`config.mk`:
```
export PLATFORM = sky130hd
export DESIGN_NAME = apb_rmw_master_flat
export DESIGN_NICKNAME = d
export VERILOG_FILES = /design/src/rtl/apb_rmw_master_pkg.sv /design/src/rtl/apb_rmw_master_if.sv /design/src/rtl/apb_rmw_master_timeout_cnt.sv /design/src/rtl/apb_rmw_master.sv /design/src/flat_wrapper.sv
export SDC_FILE = /design/constraint.sdc
export NUM_CORES = 1
export LEC_CHECK = 0
export CORE_ASPECT_RATIO = 1.2
export CORE_MARGIN = 3
export CORE_UTILIZATION = 53
export CTS_BUF_LIST = sky130_fd_sc_hd__clkbuf_16
export CTS_CLUSTER_SIZE = 8
export DETAILED_ROUTE_END_ITERATION = 8
export MAX_ROUTING_LAYER = met4
export PLACE_DENSITY = 0.95
export SETUP_SLACK_MARGIN = 0.5
export SLEW_MARGIN = 40
export SYNTH_ARGS = -nofsm -noshare
export SYNTH_HDL_FRONTEND = slang
export SYNTH_SLANG_ARGS = --single-unit
```
`constraint.sdc`:
```
create_clock -name pclk -period 4.4 [get_ports pclk]
set_input_delay 0.44 -clock pclk [delete_from_list [all_inputs] [get_ports pclk]]
set_output_delay 0.44 -clock pclk [all_outputs]
set_load 0.02 [all_outputs]
```
`src/rtl/apb_rmw_master_pkg.sv`:
```
// Shared types for the APB read-modify-write master: FSM states and command opcodes.
package apb_rmw_pkg;

  typedef enum logic [1:0] {
    ST_IDLE   = 2'b00,
    ST_SETUP  = 2'b01,
    ST_ACCESS = 2'b10
  } apb_state_t;

  typedef enum logic [1:0] {
    OP_NOP     = 2'b00,
    OP_READ    = 2'b01,
    OP_WRITE   = 2'b10,
    OP_RMW_ADD = 2'b11
  } cmd_op_t;

endpackage

```
`src/rtl/apb_rmw_master_if.sv`:
```
// Command, APB and response signals of the APB read-modify-write master.
// The master modport is the master's own view; slave is the environment's view.
interface apb_rmw_master_if #(
  parameter int ADDR_W = 32,
  parameter int DATA_W = 32
);

  logic              cmd_valid_i;
  logic              cmd_ready_o;
  logic [1:0]        cmd_op_i;
  logic [ADDR_W-1:0] cmd_addr_i;
  logic [DATA_W-1:0] cmd_data_i;

  logic              psel_o;
  logic              penable_o;
  logic [ADDR_W-1:0] paddr_o;
  logic              pwrite_o;
  logic [DATA_W-1:0] pwdata_o;
  logic [DATA_W-1:0] prdata_i;
  logic              pready_i;
  logic              pslverr_i;

  logic              rsp_valid_o;
  logic [DATA_W-1:0] rsp_data_o;
  logic              rsp_err_o;
  logic              rsp_timeout_o;

  modport master (
    input  cmd_valid_i, cmd_op_i, cmd_addr_i, cmd_data_i,
    input  prdata_i, pready_i, pslverr_i,
    output cmd_ready_o,
    output psel_o, penable_o, paddr_o, pwrite_o, pwdata_o,
    output rsp_valid_o, rsp_data_o, rsp_err_o, rsp_timeout_o
  );

  modport slave (
    output cmd_valid_i, cmd_op_i, cmd_addr_i, cmd_data_i,
    output prdata_i, pready_i, pslverr_i,
    input  cmd_ready_o,
    input  psel_o, penable_o, paddr_o, pwrite_o, pwdata_o,
    input  rsp_valid_o, rsp_data_o, rsp_err_o, rsp_timeout_o
  );

endinterface

```
`src/rtl/apb_rmw_master_timeout_cnt.sv`:
```
// ACCESS-phase wait counter. expired_o flags the TIMEOUT-th consecutive waiting
// cycle so the master can abort on that same edge. TIMEOUT=0 disables it.
module apb_timeout_cnt #(
  parameter int TIMEOUT = 16
) (
  input  logic pclk,
  input  logic preset_n,
  input  logic clear_i,
  input  logic enable_i,
  output logic expired_o
);

  if (TIMEOUT == 0) begin : g_off
    logic unused_inputs;
    assign unused_inputs = clear_i ^ enable_i ^ pclk ^ preset_n;
    assign expired_o     = 1'b0;
  end else begin : g_on
    localparam int CW = $clog2(TIMEOUT + 1);

    logic [CW-1:0] cnt_q;
    logic [CW-1:0] cnt_d;

    // Count waiting cycles, saturating at TIMEOUT; cleared at every SETUP.
    always_comb begin
      cnt_d = cnt_q;
      if (clear_i) begin
        cnt_d = '0;
      end else if (enable_i && (cnt_q != CW'(TIMEOUT))) begin
        cnt_d = cnt_q + 1'b1;
      end
    end

    // Counter register.
    always_ff @(posedge pclk or negedge preset_n) begin
      if (!preset_n) begin
        cnt_q <= '0;
      end else begin
        cnt_q <= cnt_d;
      end
    end

    assign expired_o = enable_i && (cnt_q == CW'(TIMEOUT - 1));
  end

endmodule

```
`src/rtl/apb_rmw_master.sv`:
```
// APB master executing one READ, WRITE or atomic read-modify-write ADD at a time.
// The RMW write leg follows the read leg back-to-back with psel held high.
module apb_rmw_master
  import apb_rmw_pkg::*;
#(
  parameter int ADDR_W  = 32,
  parameter int DATA_W  = 32,
  parameter int TIMEOUT = 16
) (
  input  logic            pclk,
  input  logic            preset_n,
  apb_rmw_master_if.master bus
);

  apb_state_t        state_q;
  cmd_op_t           op_q;
  logic              rmw_wr_q;
  logic [DATA_W-1:0] data_q;

  logic              cmd_ready_q;
  logic              psel_q;
  logic              penable_q;
  logic [ADDR_W-1:0] paddr_q;
  logic              pwrite_q;
  logic [DATA_W-1:0] pwdata_q;
  logic              rsp_valid_q;
  logic [DATA_W-1:0] rsp_data_q;
  logic              rsp_err_q;
  logic              rsp_timeout_q;

  cmd_op_t           op_in;
  logic              tmo_clear;
  logic              tmo_enable;
  logic              tmo_expired;
  logic [DATA_W-1:0] rmw_sum;

  // Modulo-2^DATA_W addition; the carry out is intentionally discarded.
  function automatic logic [DATA_W-1:0] add_wrap(input logic [DATA_W-1:0] a,
                                                 input logic [DATA_W-1:0] b);
    return a + b;
  endfunction

  assign op_in      = cmd_op_t'(bus.cmd_op_i);
  assign rmw_sum    = add_wrap(bus.prdata_i, data_q);
  assign tmo_clear  = (state_q == ST_SETUP);
  assign tmo_enable = (state_q == ST_ACCESS) && !bus.pready_i;

  apb_timeout_cnt #(
    .TIMEOUT (TIMEOUT)
  ) u_tmo (
    .pclk      (pclk),
    .preset_n  (preset_n),
    .clear_i   (tmo_clear),
    .enable_i  (tmo_enable),
    .expired_o (tmo_expired)
  );

  // Command/APB/response FSM with all outputs registered.
  always_ff @(posedge pclk or negedge preset_n) begin
    if (!preset_n) begin
      state_q       <= ST_IDLE;
      op_q          <= OP_NOP;
      rmw_wr_q      <= 1'b0;
      data_q        <= '0;
      cmd_ready_q   <= 1'b1;
      psel_q        <= 1'b0;
      penable_q     <= 1'b0;
      paddr_q       <= '0;
      pwrite_q      <= 1'b0;
      pwdata_q      <= '0;
      rsp_valid_q   <= 1'b0;
      rsp_data_q    <= '0;
      rsp_err_q     <= 1'b0;
      rsp_timeout_q <= 1'b0;
    end else begin
      rsp_valid_q   <= 1'b0;
      rsp_data_q    <= '0;
      rsp_err_q     <= 1'b0;
      rsp_timeout_q <= 1'b0;

      unique case (state_q)
        ST_IDLE: begin
          // NOP is consumed here without touching the bus.
          if (bus.cmd_valid_i && (op_in != OP_NOP)) begin
            op_q        <= op_in;
            data_q      <= bus.cmd_data_i;
            rmw_wr_q    <= 1'b0;
            paddr_q     <= bus.cmd_addr_i;
            psel_q      <= 1'b1;
            penable_q   <= 1'b0;
            pwrite_q    <= (op_in == OP_WRITE);
            pwdata_q    <= (op_in == OP_WRITE) ? bus.cmd_data_i : '0;
            cmd_ready_q <= 1'b0;
            state_q     <= ST_SETUP;
          end
        end

        ST_SETUP: begin
          penable_q <= 1'b1;
          state_q   <= ST_ACCESS;
        end

        ST_ACCESS: begin
          if (bus.pready_i) begin
            if ((op_q == OP_RMW_ADD) && !rmw_wr_q && !bus.pslverr_i) begin
              // Read leg done: turn straight into the write leg at the same address.
              data_q    <= rmw_sum;
              pwdata_q  <= rmw_sum;
              pwrite_q  <= 1'b1;
              penable_q <= 1'b0;
              rmw_wr_q  <= 1'b1;
              state_q   <= ST_SETUP;
            end else begin
              psel_q      <= 1'b0;
              penable_q   <= 1'b0;
              pwrite_q    <= 1'b0;
              pwdata_q    <= '0;
              rmw_wr_q    <= 1'b0;
              cmd_ready_q <= 1'b1;
              rsp_valid_q <= 1'b1;
              rsp_err_q   <= bus.pslverr_i;
              if (op_q == OP_READ) begin
                rsp_data_q <= bus.prdata_i;
              end else if ((op_q == OP_RMW_ADD) && rmw_wr_q) begin
                rsp_data_q <= data_q;
              end
              state_q <= ST_IDLE;
            end
          end else if (tmo_expired) begin
            // Slave never answered: abandon the command, no write leg follows.
            psel_q        <= 1'b0;
            penable_q     <= 1'b0;
            pwrite_q      <= 1'b0;
            pwdata_q      <= '0;
            rmw_wr_q      <= 1'b0;
            cmd_ready_q   <= 1'b1;
            rsp_valid_q   <= 1'b1;
            rsp_err_q     <= 1'b1;
            rsp_timeout_q <= 1'b1;
            state_q       <= ST_IDLE;
          end
        end

        default: begin
          state_q <= ST_IDLE;
        end
      endcase
    end
  end

  assign bus.cmd_ready_o   = cmd_ready_q;
  assign bus.psel_o        = psel_q;
  assign bus.penable_o     = penable_q;
  assign bus.paddr_o       = paddr_q;
  assign bus.pwrite_o      = pwrite_q;
  assign bus.pwdata_o      = pwdata_q;
  assign bus.rsp_valid_o   = rsp_valid_q;
  assign bus.rsp_data_o    = rsp_data_q;
  assign bus.rsp_err_o     = rsp_err_q;
  assign bus.rsp_timeout_o = rsp_timeout_q;

endmodule

```
`src/flat_wrapper.sv`:
```
// flat-port wrapper written by rule: the top's interface ports become plain ports
module apb_rmw_master_flat import apb_rmw_pkg::*;
#(
  parameter int ADDR_W  = 32,
  parameter int DATA_W  = 32,
  parameter int TIMEOUT = 16
)
  (pclk, preset_n, bus_cmd_valid_i, bus_cmd_op_i, bus_cmd_addr_i, bus_cmd_data_i, bus_prdata_i, bus_pready_i, bus_pslverr_i, bus_cmd_ready_o, bus_psel_o, bus_penable_o, bus_paddr_o, bus_pwrite_o, bus_pwdata_o, bus_rsp_valid_o, bus_rsp_data_o, bus_rsp_err_o, bus_rsp_timeout_o);
  apb_rmw_master_if #(.ADDR_W(ADDR_W), .DATA_W(DATA_W)) bus_i ();
  input  logic pclk;
  input  logic preset_n;
  input wire logic [$bits(bus_i.cmd_valid_i)-1:0] bus_cmd_valid_i;
  input wire logic [$bits(bus_i.cmd_op_i)-1:0] bus_cmd_op_i;
  input wire logic [$bits(bus_i.cmd_addr_i)-1:0] bus_cmd_addr_i;
  input wire logic [$bits(bus_i.cmd_data_i)-1:0] bus_cmd_data_i;
  input wire logic [$bits(bus_i.prdata_i)-1:0] bus_prdata_i;
  input wire logic [$bits(bus_i.pready_i)-1:0] bus_pready_i;
  input wire logic [$bits(bus_i.pslverr_i)-1:0] bus_pslverr_i;
  output wire logic [$bits(bus_i.cmd_ready_o)-1:0] bus_cmd_ready_o;
  output wire logic [$bits(bus_i.psel_o)-1:0] bus_psel_o;
  output wire logic [$bits(bus_i.penable_o)-1:0] bus_penable_o;
  output wire logic [$bits(bus_i.paddr_o)-1:0] bus_paddr_o;
  output wire logic [$bits(bus_i.pwrite_o)-1:0] bus_pwrite_o;
  output wire logic [$bits(bus_i.pwdata_o)-1:0] bus_pwdata_o;
  output wire logic [$bits(bus_i.rsp_valid_o)-1:0] bus_rsp_valid_o;
  output wire logic [$bits(bus_i.rsp_data_o)-1:0] bus_rsp_data_o;
  output wire logic [$bits(bus_i.rsp_err_o)-1:0] bus_rsp_err_o;
  output wire logic [$bits(bus_i.rsp_timeout_o)-1:0] bus_rsp_timeout_o;
  assign bus_i.cmd_valid_i = bus_cmd_valid_i;
  assign bus_i.cmd_op_i = bus_cmd_op_i;
  assign bus_i.cmd_addr_i = bus_cmd_addr_i;
  assign bus_i.cmd_data_i = bus_cmd_data_i;
  assign bus_i.prdata_i = bus_prdata_i;
  assign bus_i.pready_i = bus_pready_i;
  assign bus_i.pslverr_i = bus_pslverr_i;
  assign bus_cmd_ready_o = bus_i.cmd_ready_o;
  assign bus_psel_o = bus_i.psel_o;
  assign bus_penable_o = bus_i.penable_o;
  assign bus_paddr_o = bus_i.paddr_o;
  assign bus_pwrite_o = bus_i.pwrite_o;
  assign bus_pwdata_o = bus_i.pwdata_o;
  assign bus_rsp_valid_o = bus_i.rsp_valid_o;
  assign bus_rsp_data_o = bus_i.rsp_data_o;
  assign bus_rsp_err_o = bus_i.rsp_err_o;
  assign bus_rsp_timeout_o = bus_i.rsp_timeout_o;
  apb_rmw_master #(.ADDR_W(ADDR_W), .DATA_W(DATA_W), .TIMEOUT(TIMEOUT)) u_core (.pclk(pclk), .preset_n(preset_n), .bus(bus_i));
endmodule
```
==> results of run 1 <==
==> power groups by stage <==
| stage | logic, mW | clock network (mW) | registers [mW] |
|---|---|---|---|
| after global routing | 4.29 | 1.50 | 2.25 |
| after detailed placement | 3.88 | 0 | 2.20 |
| after global placement | 3.77 | 0 | 2.16 |
| final | 3.97 | 1.44 | 2.20 |
| after CTS | 3.92 | 1.44 | 2.18 |
| after floorplan | 2.11 | 0 | 2.51 |
==> per-stage QoR <==
step	instances	util	power (mW)	setup slack, ns	area, um^2
finish	1160	0.7482	7.598	1.247	10340
detailed placement	1128	0.7052	6.075	0.8708	9746
CTS	1160	0.7471	7.551	1.299	10320
floorplan	784	-	4.621	1.593	7518
global route	1160	0.7482	8.037	1.136	10340
global placement	1128	0.7048	5.924	0.9432	9741
==> how the worst min path moves through the flow <==
stage,startpoint,cells after the start,end
6_report,preset_n,1,u_core.bus.rsp_data_o[17]
5_1_grt,preset_n,1,u_core.bus.rsp_data_o[20]
4_1_cts,preset_n,1,u_core.bus.rsp_data_o[19]
3_5_place_dp,u_core.bus.pwdata_o[14],2,u_core.bus.pwdata_o[14]
3_3_place_gp,u_core.bus.psel_o,2,u_core.bus.psel_o
2_1_floorplan,preset_n,0,u_core.bus.paddr_o[0]
==> area by class of cell <==
| class | count | area (um^2) | area share |
|---|---|---|---|
| clock buffer | 17 | 425.4 | 0.04114 |
| clock inverter | 15 | 153.9 | 0.01488 |
| inverter | 11 | 42.54 | 0.004114 |
| multi-input combinational | 584 | 3731 | 0.3608 |
| sequential | 145 | 3630 | 0.3510 |
| tap | 171 | 214.0 | 0.02069 |
| timing repair buffer | 217 | 2143 | 0.2073 |
==> routing by layer <==
layer  track usage  wire length (um)  up-vias
met1        0.3591              8684     3397
met4        0.1272               779        0
li1              -                 -     3179
met5             -                 0        -
met2        0.5159             11770      415
met3       0.06589              1937       83
==> cell usage after synthesis, drive strengths merged, types with 3 or more instances <==
| library cell | count |
|---|---|
| nor2b | 8 |
| o21a | 5 |
| buf | 3 |
| mux2 | 34 |
| a21o | 12 |
| clkbuf | 41 |
| xor2 | 19 |
| o211ai | 5 |
| xnor2 | 14 |
| nand4 | 3 |
| o22ai | 4 |
| a21oi | 45 |
| or3 | 3 |
| nand2 | 99 |
| dfrtp | 144 |
| nor3 | 3 |
| a2111oi | 3 |
| a31oi | 25 |
| and2 | 3 |
| inv | 11 |
| and3 | 3 |
| a32oi | 6 |
| nor2 | 124 |
| a221oi | 17 |
| nand3 | 25 |
| ha | 34 |
| a22oi | 32 |
| nand2b | 3 |
| o21ai | 33 |
==> cell usage in the layout (no fill, tap or decap), types with 16 or more instances in the layout <==
cell type,synthesis,layout
nand2_1,98,97
clkbuf_16,0,17
xor2_1,19,19
ha_1,34,34
dfrtp_1,144,144
a221oi_1,16,16
nor2_1,124,124
mux2_2,34,34
a22oi_1,32,32
nand3_1,25,25
o21ai_0,26,26
a21oi_1,43,43
clkdlybuf4s50_1,0,204
a31oi_1,24,24
==> state kept, by name, summed over array words and instances, names as in the netlist <==
register	count
u_core.bus.penable_o	1
u_core.bus.pwdata_o	32
u_core.bus.rsp_valid_o	1
u_core.data_q	32
u_core.state_q	2
u_core.bus.rsp_err_o	1
u_core.bus.rsp_data_o	32
u_core.bus.pwrite_o	1
u_core.op_q	2
u_core.bus.rsp_timeout_o	1
u_core.bus.psel_o	1
u_core.rmw_wr_q	1
u_core.u_tmo.g_on.cnt_q	5
u_core.bus.cmd_ready_o	1
u_core.bus.paddr_o	32
==> kinds of logic (layout without fill, tap and decap cells) <==
logic type / Yosys count / after routing
xor+xnor: 33 / 33
fa+ha+maj: 35 / 35
flops: 145 / 145
compound gates: 205 / 205
mux: 34 / 34
simple gates: 277 / 277
buf+inv: 55 / 260
==> results_dict.tcl, run 1 <==
set metrics [dict create \
    synth_cell_types 57 \
    setup_violations 0 \
    antenna_found_initial 0 \
    synth_compound_area_frac 0.1884 \
    synth_area_leaders "dfrtp_1 48%, nor2_1 6.2%, ha_1 5.7%, mux2_2 5.1%, nand2_1 4.9%" \
    p_clk_frac 0.189 \
    switching_power_mw 3.212 \
    start_kind "primary input" \
    crit_chain "clkdlybuf4s50_1, ha_1, fa_1, a21oi_1, o21ai_1, a31oi_2, o211ai_2, a41o_1, a31o_1, xor2_1, a221oi_1, nor2_1" \
    slowest_stage "fa_1" \
    grt_pass1_wl_um 36620 \
    vias_per_cell 6.098 \
    rrSetupSlack_ns 1.29 \
    hold_viol 0 \
    rsz0062_at_grt "no" \
    layout.nets 1114 \
    yosys.area_share.adder 0.05924 \
    synthXorXnorAreaFrac 0.03844 \
    ys_async_sr_fraction 1.000 \
    drv_cap 0 \
    drtIter0Drc 782 \
    timing.final.crit_share 0.7166 \
    drt_pass1_iterations 6 \
    worstPathMaxFanout 4 \
    synthFlopType "dfrtp_1" \
    cts_tree "done" \
    swShare 0.4227 \
    crit_type "primary input to flop" \
    cts_max_path_buffers 2 \
    dieArea_um2 15660 \
    grt_overflow 0 \
    synth_edf_count 0 \
    vias 7074 \
    reg2reg_from "u_core.data_q[0]" \
    cp-end-kind "flop" \
    tightest_slew_ns 0.8310 \
    cellPowerDensity_nw_per_um2 734.8 \
    ir_drop_mv 0.4401 \
    final_max_slew_viol_count 0 \
    cts-root-buf "clkbuf_16" \
    place.gp.congestion 0.9472 \
    status "complete, no violations" \
    crit_required_ns 4.71 \
    yosysTopAreaCell "dfrtp_1" \
    r2r_end "u_core.bus.pwdata_o[26]" \
    slew_headroom 0.4435 \
    cp.depth 12 \
    pwr-share-seq 0.289 \
    critPathArrivalTime_ns 3.46 \
    fmax_mhz 317.1 \
    yosysWarningCount 0 \
    fin_crit_ns 3.153 \
    path_delay_family "compound AO/OA/AOI/OAI gates" \
    avgRoutedWirePerCell_um 19.97 \
    nFillCells 941 \
    fin_worst_skew_ns 0.008359 \
    crit_end "u_core.bus.pwdata_o[26]" \
    syn_inst 784 \
    synth_top_area_frac 0.4793 \
    synthSimpleGateAreaFrac 0.1526 \
    crit_start "bus_prdata_i[0]" \
    clk_pin_slew_worst_paths_ns 0.06 \
    hold_buffers 0 \
    dpl.hpwl_um 16320 \
    comb_power_share 0.522 \
    synthMuxAreaShare 0.05092 \
    r2r_cells 11 \
    grt_max_degree 76 \
    intPower_mw 4.386 \
    syn_area_um2 7518 \
    groute.usage.overall 0.3077 \
    crit_buf_inv 1 \
    die_w_um 114.7 \
    setup_tns_ns 0 \
    die_y_um 136.5 \
    grt_pass1_vias 7281 \
    routed_wl_um 23170 \
    ctsResizeCount 0 \
    ios 206 \
    numPortBuffers 205 \
    core_area_um2 13820 \
    diodes 0 \
    synth_top_family_by_area "compound AO/OA/AOI/OAI gates" \
    cts_setup_buffers 0 \
    synth_seq_cells 145 \
    start_util 0.5440 \
    cp_slowest_stage_delay_ns 0.44 \
    syn_to_final_growth_pct 37.53 \
    hp-class "primary input to asynchronous set/reset pin" \
    p_leak_nw 4.400 \
    h-tree-depth 4 \
    hold_ws_ns 0.04717 \
    synth_nets 922 \
    ys_seq_area_frac 0.4828 \
    cts_buffers 17 \
    clock-sinks 145 \
    syn_area_per_cell_um2 9.590 \
    drive_above_1_share 0.09201 \
    num_rows 47 \
    antenna_left 0 \
    clock_latency_ns 0.43 \
    drc 0 \
]
Note: power is estimated with default switching activity, not from simulation.
==> run 2, diff against run 1 <==
--- a/config.mk
+++ b/config.mk
@@ -7,12 +7,12 @@
 export LEC_CHECK = 0
 export CORE_ASPECT_RATIO = 1.2
 export CORE_MARGIN = 3
-export CORE_UTILIZATION = 53
+export CORE_UTILIZATION = 44
 export CTS_BUF_LIST = sky130_fd_sc_hd__clkbuf_16
 export CTS_CLUSTER_SIZE = 8
 export DETAILED_ROUTE_END_ITERATION = 8
 export MAX_ROUTING_LAYER = met4
-export PLACE_DENSITY = 0.95
+export PLACE_DENSITY = 0.85
 export SETUP_SLACK_MARGIN = 0.5
 export SLEW_MARGIN = 40
 export SYNTH_ARGS = -nofsm -noshare
==> constraint.sdc (replaced) <==
create_clock -name pclk -period 2.6 [get_ports pclk]
set_input_delay 0.26 -clock pclk [delete_from_list [all_inputs] [get_ports pclk]]
set_output_delay 0.26 -clock pclk [all_outputs]
set_load 0.02 [all_outputs]
==> run 2 against run 1 <==
Net effect: sequential power up 70%; wire length up 10%; flip-flop and latch count stayed put; largest power group unchanged; worst hold slack improved by 0.38 ns; core utilization decreased by 3.2 points; first-iteration DRC count is 29% lower; non-clock buffer count increased by 103; sequential share of layout area is 4.3 points lower; final cell count grew 12%; global-route usage is 3.3 points lower; critical path type is now flop to flop; highest routed layer unchanged; the flow now finishes with violations (setup timing); register-to-register slack got worse by 1.3 ns; combinational power grew 120%.
==> results_dict.tcl, run 2 (same netlist as run 1, synthesis figures left out) <==
set metrics [dict create \
    status "complete, but fails checks" \
    violations "setup timing" \
    cts_buffers 17 \
    clk_pin_slew_worst_paths_ns 0.06 \
    cp-end-kind "flop" \
    clock-sinks 145 \
    ios 206 \
    slew_headroom 0.4907 \
    drv_cap 0 \
    final_max_slew_viol_count 0 \
    hold_viol 0 \
    crit_chain "ha_4, fa_2, a21oi_4, o21ai_2, a31oi_4, o211ai_2, a41o_1, a31o_1, xor2_2, a221oi_2, nor2_1" \
    crit_type "flop to flop" \
    place.gp.congestion 0.9774 \
    timing.final.crit_share 1.012 \
    drt_pass1_iterations 5 \
    r2r_end "u_core.bus.pwdata_o[26]" \
    ir_drop_mv 0.5969 \
    crit_buf_inv 0 \
    fin_worst_skew_ns 0.006713 \
    grt_pass1_vias 7508 \
    routed_wl_um 25550 \
    path_delay_family "compound AO/OA/AOI/OAI gates" \
    cts-root-buf "clkbuf_16" \
    vias 7451 \
    die_w_um 125.3 \
    drive_above_1_share 0.2454 \
    avgRoutedWirePerCell_um 19.60 \
    layout.nets 1217 \
    start_util 0.4567 \
    grt_max_degree 89 \
    switching_power_mw 6.254 \
    numPortBuffers 205 \
    setup_violations 4 \
    start_kind "flop" \
    tightest_slew_ns 0.7639 \
    cts_max_path_buffers 2 \
    layout_commonest_cell "clkdlybuf4s50_1" \
    antenna_found_initial 0 \
    fmax_mhz 380.1 \
    hp-class "primary input to asynchronous set/reset pin" \
    rrSetupSlack_ns -0.03 \
    rsz0062_at_grt "yes" \
    r2r_cells 11 \
    reg2reg_from "u_core.data_q[0]" \
    grt_overflow 0 \
    h-tree-depth 4 \
    fin_crit_ns 2.631 \
    die_y_um 149.2 \
    swShare 0.4224 \
    fin_ws_ns -0.03091 \
    p_clk_frac 0.150 \
    core_area_um2 16460 \
    cellPowerDensity_nw_per_um2 1256 \
    power_mw 14.81 \
    syn_to_final_growth_pct 56.80 \
    intPower_mw 8.554 \
    drc 0 \
    nFillCells 1181 \
    final_cell_mix "204 x clkdlybuf4s50_1, 143 x dfrtp_1, 118 x nor2_1" \
    dpl.hpwl_um 17790 \
    hold_ws_ns 0.4321 \
    critPathArrivalTime_ns 2.94 \
    vias_per_cell 5.714 \
    clock_latency_ns 0.43 \
    diodes 0 \
    drtIter0Drc 555 \
    groute.usage.overall 0.2745 \
    cp_slowest_stage_delay_ns 0.41 \
    crit_required_ns 2.91 \
    pwr-share-seq 0.252 \
    dieArea_um2 18700 \
    num_rows 51 \
    antenna_left 0 \
    comb_power_share 0.598 \
    cts_tree "done" \
    p_leak_nw 4.997 \
    slowest_stage "dfrtp_1" \
    worstPathMaxFanout 3 \
    grt_pass1_wl_um 39390 \
]
-- run 2: layout make-up --
type | count | area, um^2 | area share
clock buffer | 17 | 425.4 | 0.03609
clock inverter | 15 | 95.09 | 0.008066
inverter | 11 | 41.29 | 0.003502
multi-input combinational | 584 | 4350 | 0.3690
sequential | 145 | 3631 | 0.3080
tap | 212 | 265.3 | 0.02250
timing repair buffer | 320 | 2980 | 0.2528
-- run 2: routing by layer --
metal / GRT usage / part of all wire
met5: - / 0
met4: 0.1171 / 0.039
met3: 0.05659 / 0.066
met2: 0.4567 / 0.50
met1: 0.3261 / 0.39
-- run 2: timing repair --
item,CTS,global route
hold buffers,1,0
endpoints found under the hold margin,84,0
endpoints found under the setup margin,53,59
gates resized for setup,28,53
buffers inserted,9,9
pin swaps,19,34
-- run 2: worst max-delay path by stage --
stage,from,slack [ns],cells past startpoint,endpoint
2_1_floorplan,u_core.data_q[0],0.1,11,u_core.bus.pwdata_o[26]
3_3_place_gp,bus_prdata_i[0],-0.39,12,u_core.bus.pwdata_o[26]
3_5_place_dp,bus_prdata_i[0],-0.44,12,u_core.bus.pwdata_o[26]
4_1_cts,u_core.data_q[0],0.01,11,u_core.bus.pwdata_o[26]
5_1_grt,u_core.data_q[4],-0.16,11,u_core.bus.pwdata_o[31]
6_report,u_core.data_q[0],-0.03,11,u_core.bus.pwdata_o[26]
-- run 2: worst reg2reg max path, cell delays in order (launching register included) --
cell and delay (ns):
dfrtp_1 0.41, ha_4 0.20, fa_2 0.39, a21oi_4 0.15, o21ai_2 0.10, a31oi_4 0.20
o211ai_2 0.13, a41o_1 0.24, a31o_1 0.25, xor2_2 0.16, a221oi_2 0.23, nor2_1 0.07
-- run 2: power by group through the flow --
stage,Sequential (mW),Combinational (mW),Clock (mW)
floorplan,4.29,3.75,0
global placement,3.69,7.51,0
detailed placement,3.73,7.64,0
CTS,3.71,8.11,2.23
global route,3.84,9.50,2.32
finish,3.74,8.86,2.22
-- run 2: per-stage QoR --
stage / std cells / worst slack (ns) / area [um^2] / TNS, ns / utilization
3_3_place_gp: 1253 / -0.3854 / 10630 / -7.161 / 0.6457
2_1_floorplan: 784 / 0.09743 / 7702 / 0 / -
6_report: 1304 / -0.03091 / 11790 / -0.09334 / 0.7161
3_5_place_dp: 1253 / -0.4372 / 10630 / -8.713 / 0.6457
5_1_grt: 1304 / -0.1647 / 11790 / -2.032 / 0.7161
4_1_cts: 1295 / 0.01377 / 11400 / 0 / 0.6923
==> run 3, diff against run 2 <==
--- a/config.mk
+++ b/config.mk
@@ -5,7 +5,6 @@
 export SDC_FILE = /design/constraint.sdc
 export NUM_CORES = 1
 export LEC_CHECK = 0
-export CORE_ASPECT_RATIO = 1.2
 export CORE_MARGIN = 3
 export CORE_UTILIZATION = 44
 export CTS_BUF_LIST = sky130_fd_sc_hd__clkbuf_16
==> run 3 against run 2 <==
Net effect: the run still ends with setup timing left; wire length grew 3.1%; total power grew 2.8%; global-route usage grew 0.91 points; worst setup slack lost 0.13 ns; register-to-register slack lost 0.13 ns; critical path type unchanged; combinational power grew 3.0%.
==> results_dict.tcl, run 3 (same netlist as run 1, synthesis figures left out) <==
set metrics [dict create \
    drtIter0Drc 836 \
    place_area_um2 10650 \
    path_delay_family "compound AO/OA/AOI/OAI gates" \
    violations "setup timing" \
    status "complete, but fails checks" \
    place.gp.congestion 0.9734 \
    fin_ws_ns -0.1572 \
    fin_worst_skew_ns 0.01006 \
    worstPathMaxFanout 5 \
    cts_max_path_buffers 2 \
    fmax_mhz 362.7 \
    drc 0 \
    crit_chain "ha_2, a21oi_1, o21ai_1, nor2_1, a2111oi_4, nor2_2, o21a_2, o2111a_1, a21oi_2, nand3_1" \
    p_leak_nw 5.046 \
    rsz0062_at_grt "yes" \
    clock_latency_ns 0.43 \
    routed_wl_um 26340 \
    crit_type "flop to flop" \
    grt_overflow 0 \
    num_rows 47 \
    vias_per_cell 5.838 \
    grt_max_degree 84 \
    dpl.hpwl_um 17250 \
    layout_commonest_cell "clkdlybuf4s50_1" \
    grt_pass1_wl_um 39770 \
    die_w_um 136.7 \
    clk_pin_slew_worst_paths_ns 0.06 \
    start_kind "flop" \
    final_cell_mix "204 x clkdlybuf4s50_1, 143 x dfrtp_1, 120 x nor2_1" \
    cp-end-kind "flop" \
    rrSetupSlack_ns -0.16 \
    fin_crit_ns 2.757 \
    drive_above_1_share 0.2420 \
    critPathArrivalTime_ns 3.07 \
    cp_slowest_stage_delay_ns 0.43 \
    cellPowerDensity_nw_per_um2 1284 \
    drt_pass1_iterations 7 \
    crit_end "u_core.data_q[25]" \
    place_ws_ns -0.4569 \
    grt_pass1_vias 7835 \
    setup_violations 24 \
    r2r_end "u_core.data_q[25]" \
    cp.depth 10 \
    h-tree-depth 4 \
    dieArea_um2 18690 \
    r2r_cells 10 \
    clock-sinks 145 \
    timing.final.crit_share 1.060 \
    crit_start "u_core.data_q[8]" \
    post-route-cell-area_um2 11860 \
    syn_to_final_growth_pct 57.73 \
    start_util 0.4518 \
    ios 206 \
    avgRoutedWirePerCell_um 20.08 \
    layout.nets 1217 \
    tightest_slew_ns 0.5944 \
    cts-root-buf "clkbuf_16" \
    reg2reg_from "u_core.data_q[8]" \
    groute.usage.overall 0.2836 \
    crit_buf_inv 0 \
    crit_required_ns 2.91 \
    slew_headroom 0.6028 \
    final_max_slew_viol_count 0 \
    die_y_um 136.7 \
    fin_util 0.7126 \
    drv_cap 0 \
    ir_drop_mv 0.6405 \
    vias 7660 \
    antenna_found_initial 1 \
    slowest_stage "a2111oi_4" \
    hold_viol 0 \
    numPortBuffers 205 \
    hp-class "primary input to asynchronous set/reset pin" \
    cts_buffers 17 \
    cts_tree "done" \
    core_area_um2 16640 \
    antenna_left 0 \
]
run 3: cell types whose count changed in the layout (fill, tap and decap cells not counted), sizes merged:
cell / change
buf: +1
bufinv: +2
clkbuf: -1
clkinv: -3
diode: +1
run 3: timing repair:
item / in CTS / in global routing
setup buffers: 12 / 8
resized for setup: 30 / 57
cloned: 0 / 0
hold buffers: 1 / 0
endpoints found under the setup margin: 47 / 63
hold endpoints to repair: 25 / 0
pin swaps: 21 / 37
run 3: final cells by class:
| class | instances | area (um^2) |
|---|---|---|
| Fill cell | 1120 | 4783 |
| Timing Repair Buffer | 320 | 3010 |
| Antenna cell | 1 | 2.502 |
| Clock inverter | 14 | 127.6 |
| Sequential cell | 145 | 3631 |
| Clock buffer | 17 | 425.4 |
| Multi-Input combinational cell | 584 | 4345 |
| Tap cell | 220 | 275.3 |
| Inverter | 11 | 41.29 |
run 3: worst min-delay path by stage:
stage / from / to / slack, ns / cells after the start
after floorplan: preset_n / u_core.bus.paddr_o[0] / -0.04 / 0
after global placement: preset_n / u_core.bus.rsp_data_o[7] / 0.13 / 1
after detailed placement: preset_n / u_core.bus.rsp_data_o[8] / 0.13 / 1
after CTS: preset_n / u_core.bus.rsp_data_o[8] / 0.26 / 2
after global routing: preset_n / u_core.bus.pwdata_o[12] / 0.27 / 2
final: preset_n / u_core.bus.pwdata_o[12] / 0.25 / 2
run 3: through the flow:
stage / std cells / hold WS (ns) / power [mW] / TNS [ns]
floorplan: 784 / -0.03559 / 8.045 / 0
global placement: 1259 / 0.1323 / 11.16 / -8.261
detailed placement: 1259 / 0.1307 / 11.36 / -9.300
CTS: 1303 / 0.2567 / 14.25 / -0.1195
global route: 1312 / 0.2733 / 16.04 / -3.746
finish: 1312 / 0.2499 / 15.22 / -1.668
run 3: per-layer routing:
layer	share of wire	track usage	vias up	wire, um
li1	-	-	3403	-
met1	0.38	0.3379	3647	9944
met2	0.48	0.4535	504	12620
met3	0.10	0.07757	106	2648
met4	0.043	0.1226	0	1132
met5	0	-	-	0
run 3: where the power goes:
part           switching, mW  total (mW)  internal (mW)
clock network          0.970        2.35           1.38
registers              0.634        3.74           3.11
logic                   4.79        9.13           4.33
run 3: worst reg2reg max path, delay by kind of cell (launching register included):
family / cells / cell delay (ns)
AOI/OAI and AO/OA: 6 / 1.55
and+or+nand+nor: 3 / 0.32
DFF: 1 / 0.39
adders and majority gates: 1 / 0.38
